## src/rtl/pwm_symbol_encoder.sv

```systemverilog
// rtl/pwm_symbol_encoder.sv - PWM frame encoder for signed 8-bit symbols; guard phase enabled by PWM_ENC_GUARD_EN
module pwm_symbol_encoder #(
  parameter int AMPLITUDE      = 256,
  parameter int TICKS_PER_STEP = 4,
  parameter int GUARD_TICKS    = 16
) (
  input  logic               clock,
  input  logic               reset_n,
  input  logic               enable,
  input  logic signed [7:0]  symbol_in,
  input  logic               symbol_valid,
  output logic               symbol_ready,
  output logic signed [15:0] data_out,
  output logic               frame_start,
  output logic               busy
);

  localparam logic signed [15:0] AMP_POS = 16'(AMPLITUDE);
  localparam logic signed [15:0] AMP_NEG = -AMP_POS;
  localparam logic [15:0]        STEP    = 16'(TICKS_PER_STEP);

  // Reject parameter values whose phase lengths would not fit the 16-bit counter.
  if (AMPLITUDE < 1 || AMPLITUDE > 32767) begin : g_amp_range
    $error("AMPLITUDE must be 1..32767");
  end
  if (TICKS_PER_STEP < 1 || TICKS_PER_STEP > 255) begin : g_step_range
    $error("TICKS_PER_STEP must be 1..255");
  end
  if (GUARD_TICKS < 1 || GUARD_TICKS > 65535) begin : g_guard_range
    $error("GUARD_TICKS must be 1..65535");
  end

`ifdef PWM_ENC_GUARD_EN
  typedef enum logic [1:0] {IDLE, GUARD, HIGH, LOW} state_t;
`else
  typedef enum logic [1:0] {IDLE, HIGH, LOW} state_t;
`endif

  state_t             state_q;
  logic [15:0]        cnt_q;
  logic [8:0]         u_q;
  logic signed [15:0] data_q;
  logic               frame_start_q;
  logic               busy_q;

  logic [8:0]         u_in;
  logic               accept;
  state_t             start_state;
  logic [15:0]        start_cnt;
  logic signed [15:0] start_data;

  // Last count value of the HIGH phase for offset code u: (u+1)*step - 1.
  function automatic logic [15:0] high_last(input logic [8:0] u);
    return (({7'd0, u} + 16'd1) * STEP) - 16'd1;
  endfunction

  // Last count value of the LOW phase for offset code u: (256-u)*step - 1.
  function automatic logic [15:0] low_last(input logic [8:0] u);
    return ((16'd256 - {7'd0, u}) * STEP) - 16'd1;
  endfunction

  // symbol + 128 is the two's-complement value with its sign bit flipped.
  assign u_in = {1'b0, ~symbol_in[7], symbol_in[6:0]};

  // A new symbol is taken when idle, or on the very last enabled LOW tick so frames abut.
  assign symbol_ready = (state_q == IDLE) | ((state_q == LOW) & (cnt_q == 16'd0) & enable);
  assign accept       = symbol_valid & symbol_ready;

  // First phase of a frame: guard zeros when present, otherwise straight into the pulse.
  always_comb begin
`ifdef PWM_ENC_GUARD_EN
    start_state = GUARD;
    start_cnt   = 16'(GUARD_TICKS - 1);
    start_data  = '0;
`else
    start_state = HIGH;
    start_cnt   = high_last(u_in);
    start_data  = AMP_POS;
`endif
  end

  // Frame FSM: phase sequencing, tick counting and registered outputs.
  always_ff @(posedge clock or negedge reset_n) begin
    if (!reset_n) begin
      state_q       <= IDLE;
      cnt_q         <= '0;
      u_q           <= '0;
      data_q        <= '0;
      frame_start_q <= 1'b0;
      busy_q        <= 1'b0;
    end else begin
      frame_start_q <= 1'b0;
      if (accept) begin
        state_q       <= start_state;
        cnt_q         <= start_cnt;
        data_q        <= start_data;
        u_q           <= u_in;
        frame_start_q <= 1'b1;
        busy_q        <= 1'b1;
      end else if ((state_q != IDLE) && enable) begin
        if (cnt_q != 16'd0) begin
          cnt_q <= cnt_q - 16'd1;
        end else begin
          case (state_q)
`ifdef PWM_ENC_GUARD_EN
            GUARD: begin
              state_q <= HIGH;
              data_q  <= AMP_POS;
              cnt_q   <= high_last(u_q);
            end
`endif
            HIGH: begin
              state_q <= LOW;
              data_q  <= AMP_NEG;
              cnt_q   <= low_last(u_q);
            end
            default: begin
              state_q <= IDLE;
              data_q  <= '0;
              busy_q  <= 1'b0;
            end
          endcase
        end
      end
    end
  end

  assign data_out    = data_q;
  assign frame_start = frame_start_q;
  assign busy        = busy_q;

endmodule

```

## config.mk

```make
export PLATFORM = sky130hd
export DESIGN_NAME = pwm_symbol_encoder
export DESIGN_NICKNAME = d
export VERILOG_FILES = /design/src/rtl/pwm_symbol_encoder.sv
export SDC_FILE = /design/constraint.sdc
export NUM_CORES = 1
export LEC_CHECK = 0
export BUFFER_PORTS_ARGS = -buffer_cell sky130_fd_sc_hd__buf_2
export CORE_UTILIZATION = 30
export CTS_BUF_LIST = sky130_fd_sc_hd__clkbuf_4 sky130_fd_sc_hd__clkbuf_8
export CTS_CLUSTER_SIZE = 40
export DETAILED_ROUTE_END_ITERATION = 10
export GPL_ROUTABILITY_DRIVEN = 0
export MAX_ROUTING_LAYER = met4
export PLACE_DENSITY = 0.46
export SKIP_LAST_GASP = 1
export SYNTH_ARGS = -nofsm -noshare
export SYNTH_HDL_FRONTEND = slang
export SYNTH_SLANG_ARGS = --single-unit
```

## constraint.sdc

```tcl
create_clock -name clock -period 3.2 [get_ports clock]
set_input_delay 0.32 -clock clock [delete_from_list [all_inputs] [get_ports clock]]
set_output_delay 0.32 -clock clock [all_outputs]
set_load 0.01 [all_outputs]
```

-- Yosys cells after proc, flatten, opt, wreduce, memory -nomap -nowiden
Cells that the tools add are included.
- flip-flop bits (word level): 44
- add/subtract/negate cells: 5
- bitwise operators: 5
- eq/ne operators: 4
- reduce and logical (&&, ||, !) cells: 10
- muxes and demuxes: 17
- operator list (operator ; number):
    $mux 16 ; 8
    $logic_not 16->1 ; 1
    $reduce_bool 16->1 ; 1
    $sub 16x1->16 const B ; 1
    $sub 12x2->13 const B ; 1
    $sub 11x1->12 const B ; 1
    $sub 9x8->10 const A ; 1
    $add 8x1->9 const B ; 1
    $mux 2 ; 4
    $mux 1 ; 5
    $ne 2x2->1 const B ; 2
    $reduce_and 2->1 ; 2
    $reduce_bool 2->1 ; 2
    $and 1x1->1 ; 3
    $reduce_and 3->1 ; 1
    $reduce_bool 3->1 ; 1
    $eq 2x1->1 const B ; 1
    $eq 2x2->1 const B ; 1
    $logic_not 2->1 ; 1
    $logic_and 1x1->1 ; 1
    $not 1->1 ; 1
    $or 1x1->1 ; 1

-- Logic depth before layout (Yosys ltp)
- word-level depth: 7
- depth in mapped cells: 11
- depth with buffers taken out: 10

-- Least setup slack after synthesis
OpenSTA, ideal clock, no wires.
- kind: register to register
- from: register u_q[0]
- to: register cnt_q[9]
- data required time: 3.096 ns
- period minus slack after synthesis: 2.244 ns
- stages on the path, launching flop included: 9
- setup time: 0.104 ns
- path slack: 0.956 ns
- buffers on the path: 0
- data arrival time: 2.141 ns
- path through: dfrtp_1 > inv_1 > ha_1 > nor2_1 > a21boi_0 > a21boi_0 > a211oi_1 > a221o_1 > o41ai_2
- word-level cells in the longest chain between the ends: 6
- ends and longest elaborated chain (item ; line ; source):
    start: declaration ; 41 ; logic [8:0] u_q;
    start signal: assignment ; 97 ; u_q <= u_in;
    $sub 9x8->10 ; 59 ; return ((16'd256 - {7'd0, u}) * STEP) - 16'd1;
    $sub 12x2->13 ; 59 ;
    $mux 16 ; 104 ; case (state_q)
    $mux 16 ; 101 ; if (cnt_q != 16'd0) begin
    $mux 16 ; 100 ; end else if ((state_q != IDLE) && enable) begin
    $mux 16 ; 93 ; if (accept) begin
    end signal: assignment ; 95 ; cnt_q <= start_cnt;
    end signal: assignment ; 102 ; cnt_q <= cnt_q - 16'd1;
    end signal: assignment ; 115 ; cnt_q <= low_last(u_q);
    end: declaration ; 40 ; logic [15:0] cnt_q;
Every way passes these cells. The select of a mux whose other input is x is not followed.
A chain may end at the register's enable or synchronous reset.

-- Final worst setup path
- from: register cnt_q[8]
- to: output symbol_ready
- word-level cells in the longest chain between the ends: 4
- ends and longest elaborated chain (item ; line ; source):
    $logic_not 16->1 ; 66 ; assign symbol_ready = (state_q == IDLE) | ((state_q == LOW) & (cnt_q == 16'd0) & enable);
    $and 1x1->1 (2 in series) ; 66 ;
    $or 1x1->1 ; 66 ;
    end: declaration ; 12 ; output logic symbol_ready,
Every way passes these cells.

==> metrics.csv <==
metric,value,unit
CP Max Fanout,6,
pin count of the biggest net entering global routing,30,
area of the multi-input gates,0.001493,mm^2
Resized Gates After CTS,0,
clock skew,4.307,ps
Die Footprint,0.008348,mm^2
crit path DAT,2540,ps
Hold WC Path Type,in -> async,
# clock sinks,29,
core area,0.007727,mm^2
DRC,0,
Post-CTS Repair Setup Buffers,0,
Die H,91.37,um
Slew @ Worst Pin,714.6,ps
CP required,2880,ps
Final WS setup,339.6,ps
clk buf depth,2,
root buffer cell,clkbuf_8,
num rows,32,
leading area contributor after synthesis,dfrtp_1,
pwr/cell area,624.3,mW/mm^2
vias,2208,
I/O pin cnt,31,
combinational share of power,0.403,
Setup Total Neg Slack,0,ps
"Reg clk slew, reported paths",60,ps
ys flop type,dfrtp_1,
crit path from,cnt_q[8],
P_sw,0.6960,mW
worst-skew pair later-pin latency,280,ps
area share of the largest cell type after synthesis,0.3029,
status,"complete, no violations",
P_leak,1.090,nW
first-pass GRT wire length,11.46,mm
MaxCap Viol Count,0,
Rel. slew slack,0.5236,
top area cells in the synthesized netlist,"dfrtp_1 (30%), nand2_1 (5.2%), buf_4 (5.0%), nor2_1 (3.6%), xnor2_1 (3.3%)",
Antenna Cells,0,
Pre-antenna DRT Iters,4,
Die W,91.37,um
final hold violation count,0,
R2R depth,11,
TritonCTS Buffers,5,
initial antenna violation count,0,
Final Setup Violations,0,
RSZ-0062 raised after global routing,false,
pre-CTS setup slack,397.3,ps
crit end category,primary output,
clock power share,0.194,
R2R Path End,cnt_q[7],
yosys warns,0,
Tot GR Track Use,0.1828,
Via-to-Cell Ratio,5.399,
kind of start point of the critical path,flip-flop,
hold_buf cts,0,
register area,725.7,um^2
Area growth syn-to-layout,9.138,%
Routed Antenna Nets,0,
layout cells sized above 1,0.1498,
Yosys reg bits,29,
wire per inst,16.97,um
"EDFF count, synth",0,
Cells after Synth,292,
Max Clk Rate,349.6,MHz
Reg power frac,0.403,
IO buf count,22,
Layout Utilization,0.3384,
top-count cell post-synth,nand2_1,
initial core utilization,0.3101,
HPWL Detailed,5.150,mm
Yosys cell types,66,
Sw Ratio,0.4263,
H-tree levels,2,
vias in the first global route,2178,
Tcrit/Tclk final,0.8939,
cell internal pwr,0.9366,mW
CTS tree,done,
GR Overflow Total,0,
"Seq/Total Area, Yosys",0.3029,
Detailed Route Iter0 Violations,122,
Setup CP Type,reg -> out,
Hold Slack,78.47,ps
maximum VDD drop,0.0002335,V
Synth Cell Area,0.002396,mm^2
fill count,832,
drt total wl,6.939,mm
FF-to-FF setup slack,410,ps
Commonest cells post-synth,"nand2_1 (33), dfrtp_1 (29), nor2_1 (23)",
syn_area_per_cell,8.206,um^2
"Slew Viols, Final",0,
PnR Total Power,1.633,mW
Period minus WS final,2860,ps
Critical R2R Launch,cnt_q[0],
asr flop ratio synth,1.000,
nets@finish,322,
-- power by group through the flow --
stage               combinational, mW  sequential (mW)  clock [mW]
CTS                             0.661            0.657       0.330
finish                          0.657            0.658       0.317
floorplan                       0.537            0.599           0
global route                    0.738            0.682       0.348
global placement                0.659            0.660           0
detailed placement              0.656            0.663           0
-- worst max path at each step --
stage / end / cells after the start
2_1_floorplan: cnt_q[9] / 8
3_3_place_gp: cnt_q[7] / 11
3_5_place_dp: cnt_q[7] / 11
4_1_cts: symbol_ready / 6
5_1_grt: symbol_ready / 6
6_report: symbol_ready / 6
-- layer usage --
metal	vias up	GRT usage	wire length, um
li1	1086	-	-
met1	1060	0.2409	3359
met2	52	0.2841	3217
met3	10	0.03518	291
met4	0	0.05423	71
met5	-	-	0
-- sequential cells by signal (all words and copies together) (netlist names) --
| register | cells |
|---|---|
| u_q | 8 |
| data_out | 2 |
| frame_start | 1 |
| state_q | 1 |
| cnt_q | 16 |
| busy | 1 |
-- through the flow --
| step | instance area (um^2) | std cells |
|---|---|---|
| after floorplan | 2422 | 299 |
| after global placement | 2525 | 402 |
| after detailed placement | 2525 | 402 |
| after CTS | 2615 | 409 |
| after global routing | 2615 | 409 |
| final | 2615 | 409 |
-- critical path: stages (launching register included) --
cell and delay, ps:
dfrtp_1 440, nor3_1 440, nand2_1 250, nor4_2 550, nand2_1 250, a21oi_1 180
buf_2 140
-- kinds of logic (layout without fill, tap and decap cells) --
group / after synthesis / after routing / synth area share
AOI/OAI and AO/OA: 80 / 80 / 0.2340
xor gates and xnor gates: 16 / 16 / 0.05849
adders and majority gates: 3 / 3 / 0.01567
buffers and inverters: 35 / 43 / 0.08512
DFF: 29 / 29 / 0.3029
muxes: 6 / 6 / 0.02715
other: 1 / 8 / 0.001565
and+or+nand+nor: 122 / 122 / 0.2752
-- layout make-up --
class,count,area share
clock buffer,7,0.03445
tap,102,0.04880
inverter,10,0.01483
sequential,29,0.2775
multi-input combinational,235,0.5708
timing repair buffer,26,0.05359
-- placed cells by master (no fill, tap or decap), drive strengths merged, types with 4 or more instances in the layout --
cell type,instances
dfrtp,29
nor3,15
mux2,4
buf,26
o2bb2ai,5
a21oi,11
a31oi,8
o21ai,21
inv,9
clkbuf,7
nand4,4
nand3,11
nand2b,6
nand2,34
nor4,5
xor2,7
conb,8
xnor2,9
nor2,23
or3,6
No activity file was read; power rests on OpenSTA's default activity.
